--- src/rtl/uart_boot_loader.sv ---
// UART boot loader: assembles a length-prefixed little-endian byte stream into
// 32-bit memory writes and holds the core in reset until the image is loaded.
//
// state  | meaning
// CNT_LO | waiting for word count bits [7:0]
// CNT_HI | waiting for word count bits [15:8], then validate count
// DATA   | assembling 4-byte words and writing them out
// DONE   | load complete, core released, bytes ignored
// ERROR  | bad count or inter-byte timeout, core held, bytes ignored
module uart_boot_loader #(
    parameter int AW      = 8,
    parameter int DEPTH   = 256,
    parameter int TIMEOUT = 1000000
) (
    input  logic          clk,
    input  logic          reset,
    input  logic [7:0]    rx_data,
    input  logic          rx_valid,
    output logic          mem_we,
    output logic [AW-1:0] mem_addr,
    output logic [31:0]   mem_wdata,
    output logic          cpu_reset,
    output logic          done,
    output logic [1:0]    err,
    output logic [15:0]   words_left
);

    localparam int TW = $clog2(TIMEOUT + 1);
    localparam logic [TW-1:0] TMR_LAST = TW'(TIMEOUT - 1);

    localparam logic [2:0] S_CNT_LO = 3'd0;
    localparam logic [2:0] S_CNT_HI = 3'd1;
    localparam logic [2:0] S_DATA   = 3'd2;
    localparam logic [2:0] S_DONE   = 3'd3;
    localparam logic [2:0] S_ERROR  = 3'd4;

    logic [2:0]    state;
    logic [7:0]    cnt_lo;
    logic [1:0]    byte_idx;
    logic [23:0]   wbuf;
    logic [AW-1:0] word_idx;
    logic [TW-1:0] tmr;
    logic [15:0]   cnt_full;
    logic          timed;

    assign cnt_full = {rx_data, cnt_lo};
    assign timed    = (state == S_CNT_HI) || (state == S_DATA);

    always_ff @(posedge clk) begin
        if (reset) begin
            state      <= S_CNT_LO;
            cnt_lo     <= '0;
            byte_idx   <= '0;
            wbuf       <= '0;
            word_idx   <= '0;
            tmr        <= '0;
            mem_we     <= 1'b0;
            mem_addr   <= '0;
            mem_wdata  <= '0;
            cpu_reset  <= 1'b1;
            done       <= 1'b0;
            err        <= 2'b00;
            words_left <= '0;
        end else begin
            mem_we <= 1'b0;

            if (rx_valid || !timed)
                tmr <= '0;
            else
                tmr <= tmr + TW'(1);

            case (state)
                S_CNT_LO: begin
                    if (rx_valid) begin
                        cnt_lo <= rx_data;
                        state  <= S_CNT_HI;
                    end
                end
                S_CNT_HI: begin
                    if (rx_valid) begin
                        if (cnt_full == 16'd0) begin
                            state <= S_DONE;
                        end else if ({1'b0, cnt_full} > 17'(DEPTH)) begin
                            state <= S_ERROR;
                            err   <= 2'b01;
                        end else begin
                            state      <= S_DATA;
                            words_left <= cnt_full;
                        end
                    end else if (tmr == TMR_LAST) begin
                        state <= S_ERROR;
                        err   <= 2'b10;
                    end
                end
                S_DATA: begin
                    if (rx_valid) begin
                        byte_idx <= byte_idx + 2'd1;
                        // Fourth byte goes straight to the output word, not wbuf
                        if (byte_idx == 2'd3) begin
                            mem_we     <= 1'b1;
                            mem_addr   <= word_idx;
                            mem_wdata  <= {rx_data, wbuf};
                            words_left <= words_left - 16'd1;
                            word_idx   <= word_idx + AW'(1);
                            if (words_left == 16'd1)
                                state <= S_DONE;
                        end else begin
                            wbuf[{byte_idx, 3'b000} +: 8] <= rx_data;
                        end
                    end else if (tmr == TMR_LAST) begin
                        state <= S_ERROR;
                        err   <= 2'b10;
                    end
                end
                S_DONE: begin
                    done      <= 1'b1;
                    cpu_reset <= 1'b0;
                end
                default: begin
                    cpu_reset <= 1'b1;
                end
            endcase
        end
    end

endmodule

--- config.mk ---
export PLATFORM = sky130hd
export DESIGN_NAME = uart_boot_loader
export DESIGN_NICKNAME = d
export VERILOG_FILES = /design/src/rtl/uart_boot_loader.sv
export SDC_FILE = /design/constraint.sdc
export NUM_CORES = 1
export LEC_CHECK = 0
export BUFFER_PORTS_ARGS = -buffer_cell sky130_fd_sc_hd__buf_2
export CAP_MARGIN = 20
export CORE_ASPECT_RATIO = 1.2
export CORE_MARGIN = 2
export CORE_UTILIZATION = 45
export DETAILED_ROUTE_END_ITERATION = 6
export PLACE_DENSITY_LB_ADDON = 0.15
export SYNTH_ARGS = -nofsm -noshare
export SYNTH_HDL_FRONTEND = slang
export SYNTH_SLANG_ARGS = --single-unit
--- constraint.sdc ---
create_clock -name clk -period 4.13 [get_ports clk]
set_input_delay 0.2065 -clock clk [delete_from_list [all_inputs] [get_ports clk]]
set_output_delay 0.2065 -clock clk [all_outputs]
set_load 0.05 [all_outputs]
# == Yosys cells after proc, flatten, opt, wreduce, memory -nomap -nowiden ==
# Index checks and enable logic that the tools add are counted.
# totals
reg_bits,126
in_bits,11
output_inout_bits,61
wordCells,82
# classes
add_sub_neg,5
magnitude_cmp,1
eq_ne,17
n_shift,2
muxes,24
bitwise_logic,3
n_reduce_logical,17
# ops
cell,count
$mux W16,5
$pmux W16 S2,1
$bwmux W24,1
$mux W3,8
$shift A8 B7 Y24 const A,1
$shiftx A8 B7 Y24,1
$add A20 B1 Y20 const B,1
$eq A20 B20 Y1 const B,1
$eq A16 B1 Y1 const B,1
$gt A16 B9 Y1 const B,1
$logic_not A16 Y1,1
$sub A16 B1 Y16 const B,1
$ne A2 B2 Y1 const B,6
$mux W2,5
$ne A3 B2 Y1 const B,3
$pmux W3 S3,1
$add A8 B1 Y8 const B,1
$reduce_and A4 Y1,2
$neg A5 Y7,1
$eq A3 B2 Y1 const B,2
$reduce_and A3 Y1,2
$reduce_and A6 Y1,1
$reduce_or A3 Y1,2
$pmux W2 S2,1
15 further kinds,19

# == Depth between registers and ports, before layout ==
# Gate-level depths: netlist of run 1.
# logic_depth
depth_word,5
ltp_mapped,9
depth_no_buf,7

# == Worst setup path before layout of run 1 ==
# Ideal clock, no wire load.
# synth_path
kind,reg-to-reg
from,reg words_left[7]
to,reg state[0]
setup_ns,0.070
arrival_time_ns,1.980
required_time_ns,4.060
setup_slack_ns,2.080
stages_incl_launch_ff,7
path_buffers,1
period_less_slack_ns,2.050
cell_sequence,dfxtp_1 > or4_1 > clkbuf_1 > nor3_1 > a31oi_1 > a211o_1 > a21oi_1
# synth_between
elab_chain_cells,3
# synth_rtl
element,line,text
from (decl),25,output logic [15:0] words_left
from (signal assigned),88,words_left <= cnt_full;
from (signal assigned),103,words_left <= words_left - 16'd1;
$eq A16 B1 Y1,105,if (words_left == 16'd1)
$ne A3 B2 Y1 (no line),--,
$reduce_and A4 Y1 (no line),--,
to (signal assigned),91,state <= S_ERROR;
to (signal assigned),106,state <= S_DONE;
to (signal assigned),111,state <= S_ERROR;
to (decl),37,logic [2:0] state;
# Every way passes these cells.
# A chain may end at the register's enable or synchronous reset.

# == Final worst setup path of run 1 ==
# layout_path
from,reg byte_idx[0]
to,reg words_left[4]
# layout_between
elab_chain_cells,3
# layout_rtl
element,line,text
from (decl),39,logic [1:0] byte_idx;
from (signal assigned),97,byte_idx <= byte_idx + 2'd1;
$eq A2 B2 Y1,99,if (byte_idx == 2'd3) begin
$ne A2 B1 Y1 (no line),--,
$reduce_and A6 Y1 (no line),--,
# Every way passes these cells.

==> summary.txt, run 1 <==
cell accounting for the most synthesized area: dfxtp_1
setup violators final: 0
vias in the first global route: 4594
commonest non-fill, non-tap cell in the layout: nand2_1
first-pass GRT wire length: 22100 um
post-CTS sizing: 0
Initial Utilization: 0.457
met3 wire length: 617 um
worst-margin pin slew: 1.08 ns
Nets: 746
post-placement cell area: 5840 um2
worst reg-to-reg path cell count: 5
Synth cell types: 61
final core utilization: 0.536
register area share after synthesis: 0.460
#FFs+latches synth: 126
RePlAce Congestion: 0.793
CTS Hold Buffers Added: 0
minimum clock period: 2.61 ns
Yosys warning count: 0
die width: 105 um
crit path cell chain: ha_1, nand4_1, o2bb2ai_2, o311ai_0, o41ai_1
CTS Root Cell: clkbuf_16
worst vdd ir: 0.250 mV
Avg Cell Area, Syn: 8.07 um2
fmax: 383 MHz
Layout area overhead: 17.3%
CP Depth: 5
Worst EP arrival: 2.87 ns
CTS tree: built
commonest cells after routing, fill and taps aside: nand2_1 (146), dfxtp_1 (126), a21oi_1 (93)
Top Ports: 72
Synthesized Nets: 699
H-tree Lvls: 4
TNS Setup: 0 ns
1st-iter DRT viols: 206
core region area: 12000 um2
dominant synthesized flop cell: dfxtp_1
met2 wire len: 6290 um
Hold Path Class: in -> reg
clk slew on worst S/H paths: 0.06 ns
Worst Clk Skew: 0.0148 ns
WL/cell: 14.6 um
status: complete, no violations
Top delay family on crit path: compound AO/OA/AOI/OAI gates
Pleak: 2.37 nW
antenna-violating nets left: 0
Crit path largest cell delay: 0.74 ns
synthesized cell area: 5480 um2
maximum number of pins on one net before global-route repair: 106
Yosys top cell area share: 0.460
layout cells sized above 1: 0.160
filler cell count: 1211
Design Power: 2.88 mW
asr flop ratio synth: 0
Final Cell Area: 6430 um2
number of antenna diodes: 0
CP max FO: 20
critical path's slowest cell: nand4_1
cell area power density: 447 nW/um2
CP Launch Type: flop
synth top area cells: dfxtp_1 (46%), nand2_1 (10%), a21oi_1 (8.5%), nand3_1 (3.7%), nor2_1 (3.6%)
routed wire length: 13200 um
RSZ-0062 raised after global routing: no
Setup Crit Path Kind: reg -> reg
Worst Path Buf+Inv: 0
Post-route DRC: 0
hpwl dp: 8680 um
Die Ht: 125 um
Final Cycle Share: 0.632
clk_lat worst skew: 0.42 ns
initial antenna violation count: 0
met1 wire length: 6070 um
placed instance count: 868
final hold violations: 0
WHS Path Cells: 3
Post-Layout Cell Count: 900
Port Buffers: 71
Max Cap Viol: 0
total congestion overflow: 0
Highest Signal Layer: met4
final slew viol count: 0
Via-to-Cell Ratio: 5.43
Worst setup EP type: flop
Mapped Cells: 679
Core Rows: 44
Clock Tree Buf Depth: 2
Max-slew headroom: 0.282
clk sinks: 126
DRT Pass-1 Iters: 5
Critical Path RT: 4.39 ns
GRT Util Overall: 0.206
DIE AREA: 13100 um2
TritonCTS Buffers: 17
Setup Fix Bufs, Post-CTS: 0
Post-synth EDFFs: 0
vias: 4886
-- path summary, 6_finish.rpt --
kind | start | slack, ns | endpoint
min | rx_data[1] | 0.12 | mem_wdata[25]$_SDFFE_PP0P_
max | byte_idx[0]$_SDFFE_PP0P_ | 1.52 | words_left[4]$_SDFFE_PP0P_
min reg2reg | wbuf[21]$_SDFFE_PP0P_ | 0.45 | mem_wdata[21]$_SDFFE_PP0P_
max reg2reg | byte_idx[0]$_SDFFE_PP0P_ | 1.52 | words_left[4]$_SDFFE_PP0P_
-- kinds of logic after synthesis --
| group | after synthesis | synth area share |
|---|---|---|
| and+or+nand+nor | 313 | 0.266 |
| AOI/OAI and AO/OA | 144 | 0.159 |
| DFF | 126 | 0.460 |
| buffers and inverters | 60 | 0.0514 |
| xor gates and xnor gates | 26 | 0.0415 |
| adders and majority gates | 9 | 0.0205 |
| muxes | 1 | 0.00183 |
-- layer usage --
layer	vias to the layer above	track usage
met5	-	0
met4	0	0.0776
met3	14	0.0529
met2	113	0.327
met1	2326	0.270
li1	2433	-
-- worst min-delay path, cell delays in order --
cell	delay [ns]
buf_2	0.16
nand2_1	0.07
a21oi_1	0.05
-- state kept, by name (all words and copies together) (netlist names) --
| name | cells |
|---|---|
| byte_idx | 2 |
| state | 3 |
| wbuf | 24 |
| words_left | 16 |
| mem_wdata | 32 |
| tmr | 20 |
| cpu_reset | 1 |
| word_idx | 8 |
| cnt_lo | 8 |
| done | 1 |
| err | 2 |
| mem_we | 1 |
| mem_addr | 8 |
-- stage by stage --
stage          setup WS (ns)  hold WS, ns
6_report                1.52        0.124
5_1_grt                 1.31        0.127
3_5_place_dp            1.48        0.443
2_1_floorplan           2.08        0.342
4_1_cts                 1.47        0.110
3_3_place_gp            1.58        0.440
-- where the power goes --
group | internal, mW | switching, mW | total [mW]
clock | 0.900 | 0.582 | 1.48
combinational | 0.0428 | 0.108 | 0.150
sequential | 1.23 | 0.0159 | 1.24
total | 2.17 | 0.705 | 2.88
-- final cells by class --
cell class	count	area (um2)	share of cell area
well taps	161	201	0.0313
multi-input cells	493	2680	0.417
clock inverters	14	160	0.0249
inverters	13	48.8	0.00759
repair buffers	75	388	0.0603
clock buffers	18	429	0.0668
flip-flops and latches	126	2520	0.392
-- Yosys cell counts, types with 2 or more instances --
cell,number
nor3_1,14
clkbuf_1,30
buf_2,5
nand4_1,14
a21oi_1,93
o21ai_1,2
nor2_2,2
o21ai_0,5
and3_1,5
inv_1,13
buf_6,5
nor3b_1,4
nand2_1,146
a31oi_1,6
dfxtp_1,126
xnor2_1,12
nor2_1,53
and2_1,7
o41ai_1,3
ha_1,9
o31ai_1,11
nor4_1,4
buf_1,4
nand3_1,41
buf_4,2
or4_1,4
and4_1,2
or3_1,5
a311oi_1,5
xor2_1,14
or4_4,2
a211o_1,2
Note: power is estimated with default switching activity, not from simulation.
==> run 2, diff against run 1 <==
ABC_AREA = 1   (was not set)
clock period = 2.6 ns   (was 4.13 ns; I/O delays follow)
==> run 2 against run 1 <==
Worst hold slack lost 0.090 ns; synthesized area increased by 6.0%; final cell count rose by 18%; clock skew is 0.0080 ns lower; worst setup slack got worse by 0.88 ns; critical path depth rose by 1; synthesized cell count is 20% higher; critical path type unchanged; largest power group unchanged.
==> summary.txt, run 2 <==
status: complete, no violations
1st-iter DRT viols: 172 (-17%)
CTS Root Cell: clkbuf_16
Synthesized Nets: 837 (+20%)
Layout area overhead: 18.4%
Setup Fix Bufs, Post-CTS: 0 (unchanged)
synth top area cells: dfxtp_1 (43%), nand2_1 (14%), a21oi_1 (8.7%), nor2_1 (6.1%), inv_1 (4.4%)
vias: 5477 (+12%)
r2r endpoint: wbuf[15]$_SDFFE_PP0P_
hpwl dp: 10000 um (+15%)
PnR worst setup slack: 0.636 ns (-0.884 ns)
total congestion overflow: 0 (unchanged)
mux contribution to synthesized area: 0 (-0.00183)
internal power: 3.88 mW (+79%)
die width: 108 um (+2.8%)
Final Cycle Share: 0.755 (+0.123)
vias in the first global route: 5288 (+15%)
sequential fraction of design power: 0.380 (-0.052)
CP max FO: 15 (-25%)
CP Launch Type: flop
register area share after synthesis: 0.434 (-0.0259)
Largest register FFs: 32 (unchanged)
DRT Pass-1 Iters: 4 (-1)
Clock Tree Buf Depth: 2 (unchanged)
clk sinks: 126 (unchanged)
Yosys top cell area share: 0.434 (-0.0259)
Hold EP: wbuf[2]$_SDFFE_PP0P_
fmax: 509 MHz (+33%)
WHS Path Cells: 3 (unchanged)
Nets: 901 (+21%)
first-pass GRT wire length: 24400 um (+10%)
CTS tree: built
Initial Utilization: 0.461 (+0.00378)
Pleak: 2.81 nW (+19%)
minimum clock period: 1.96 ns (-0.646 ns)
clk slew on worst S/H paths: 0.06 ns (about the same)
Hold Crit Start: rx_data[2]
Post-Layout Cell Count: 1058 (+18%)
Synth Area in Compound Gates: 0.153 (-0.00549)
CTS Hold Buffers Added: 0 (unchanged)
commonest cells after routing, fill and taps aside: nand2_1 (209), dfxtp_1 (126), a21oi_1 (101)
final hold violations: 0 (unchanged)
setup violators final: 0 (unchanged)
Post-Synth XOR/XNOR Area: 0.0121 (-0.0295)
core region area: 12600 um2 (+5.1%)
DIE AREA: 13800 um2 (+5.7%)
pre-CTS setup slack: 0.644 ns (-0.836 ns)
layout cells sized above 1: 0.154 (-0.00531)
initial antenna violation count: 0 (unchanged)
RePlAce Congestion: 0.904 (+14%)
Clk pwr share: 0.455 (-0.060)
final slew viol count: 0 (unchanged)
Worst EP arrival: 2.23 ns (-0.64 ns)
Top Ports: 72 (unchanged)
Max Cap Viol: 0 (unchanged)
Worst setup EP type: flop
worst-margin pin slew: 0.808 ns (-0.269 ns)
Hold Path Class: in -> reg
Avg Cell Area, Syn: 7.11 um2 (-12%)
H-tree Lvls: 4 (unchanged)
Die Ht: 128 um (+2.8%)
Logic pwr share: 0.165 (+0.113)
number of antenna diodes: 0 (unchanged)
Via-to-Cell Ratio: 5.18 (-4.6%)
cell accounting for the most synthesized area: dfxtp_1
TNS Setup: 0 ns (unchanged)
GRT Util Overall: 0.220 (+0.0134)
biggest regs: mem_wdata (32), wbuf (24), tmr (20)
synthesized cell area: 5810 um2 (+6.0%)
Yosys warning count: 0 (unchanged)
WHS: 0.0344 ns (-0.0899 ns)
Reg2Reg Setup Slack: 0.64 ns (-0.88 ns)
Psw: 1.60 mW (+130%)
Core Rows: 45 (+2.3%)
cell area power density: 796 nW/um2 (+78%)
Setup Crit Path Kind: reg -> reg
Worst Clk Skew: 0.00681 ns (-0.00801 ns)
Mapped Cells: 817 (+20%)
worst reg-to-reg path cell count: 6 (+1)
Post-synth EDFFs: 0 (unchanged)
Port Buffers: 71 (unchanged)
commonest non-fill, non-tap cell in the layout: nand2_1
post-CTS sizing: 0 (unchanged)
Post-route DRC: 0 (unchanged)
Post-synth top cells: nand2_1 (209), dfxtp_1 (126), a21oi_1 (101)
maximum number of pins on one net before global-route repair: 74 (-30%)
Reg with most FFs: mem_wdata
Max-slew headroom: 0.461 (+0.179)
sw frac: 0.291 (+0.0462)
RSZ-0062 raised after global routing: no
Post-Synth Adder-Cell Area: 0.0194 (-0.00116)
Critical Path RT: 2.86 ns (-1.53 ns)
asr flop ratio synth: 0 (unchanged)
TritonCTS Buffers: 17 (unchanged)
#FFs+latches synth: 126 (unchanged)
simple-gate portion of the synthesized area: 0.307 (+0.0415)
worst vdd ir: 0.461 mV (+84%)
RR Startpoint: byte_idx[0]$_SDFFE_PP0P_
Synth cell types: 35 (-43%)
placed instance count: 1026 (+18%)
antenna-violating nets left: 0 (unchanged)
most common cell in the netlist: nand2_1
WL/cell: 13.5 um (-7.5%)
dominant synthesized flop cell: dfxtp_1
routed wire length: 14300 um (+8.8%)
clk_lat worst skew: 0.41 ns (about the same)
largest family of logic cells by synthesized area: simple AND/OR/NAND/NOR gates
[run 2: changes by cell type in the layout (fill, tap and decap cells not counted), sizes merged, moves of 9 or more]
| cell | previous run | this run |
|---|---|---|
| nand2 | 146 | 215 |
| o31ai | 11 | 0 |
| xor2 | 14 | 5 |
| xnor2 | 12 | 3 |
| inv | 18 | 75 |
| o21ai | 7 | 45 |
| nor2 | 55 | 100 |
| nand4 | 14 | 26 |
[run 2: how the worst max path moves through the flow]
stage                                          start                    endpoint  slack, ns  cells after the start
after global routing           state[0]$_SDFFE_PP0P_           tmr[9]$_SDFF_PP0_       0.42                      8
after global placement         state[2]$_SDFFE_PP0P_           tmr[9]$_SDFF_PP0_       0.73                      8
after detailed placement       state[2]$_SDFFE_PP0P_           tmr[9]$_SDFF_PP0_       0.64                      8
final                       byte_idx[0]$_SDFFE_PP0P_       wbuf[15]$_SDFFE_PP0P_       0.64                      6
after CTS                      state[2]$_SDFFE_PP0P_           tmr[9]$_SDFF_PP0_       0.63                      8
after floorplan           words_left[0]$_SDFFE_PP0P_  words_left[6]$_SDFFE_PP0P_       0.91                      9
[run 2: layout make-up]
class                           instances  area (um2)
Multi-Input combinational cell        586        2860
Fill cell                            1275        5730
Tap cell                              164         205
Clock buffer                           18         429
Timing Repair Buffer                   76         393
Clock inverter                         14         193
Sequential cell                       126        2520
Inverter                               74         278
[run 2: cell families (layout without fill, tap and decap cells)]
family	count (synthesis)	after routing
AOI/OAI and AO/OA	164	164
and+or+nand+nor	405	405
DFF	126	126
buffers and inverters	105	182
adders and majority gates	9	9
xor gates and xnor gates	8	8
[run 2: power groups by stage]
| stage | Sequential (mW) | Clock, mW | Combinational, mW |
|---|---|---|---|
| 6_report | 2.08 | 2.49 | 0.904 |
| 5_1_grt | 2.10 | 2.61 | 1.04 |
| 3_3_place_gp | 2.12 | 0 | 0.884 |
| 3_5_place_dp | 2.13 | 0 | 0.903 |
| 2_1_floorplan | 2.22 | 0 | 0.608 |
| 4_1_cts | 2.08 | 2.54 | 0.907 |
[run 2: critical path: stages (launching register included)]
cell	delay [ns]
dfxtp_1	0.37
ha_1	0.27
or2_1	0.27
nor2_4	0.29
nand2_2	0.29
a31oi_1	0.28
a211oi_2	0.05
[run 2: metrics by stage]
| stage | utilization | cell area [um2] | total power, mW |
|---|---|---|---|
| 2_1_floorplan | - | 5810 | 2.83 |
| 3_3_place_gp | 0.496 | 6260 | 3.00 |
| 3_5_place_dp | 0.496 | 6260 | 3.03 |
| 4_1_cts | 0.545 | 6880 | 5.53 |
| 5_1_grt | 0.545 | 6880 | 5.74 |
| 6_report | 0.545 | 6880 | 5.48 |
[run 2: routing by layer]
layer  track usage  part of all wire
met4        0.0890             0.015
met1         0.279              0.45
met3        0.0542             0.053
met5             0                 0
met2         0.357              0.48
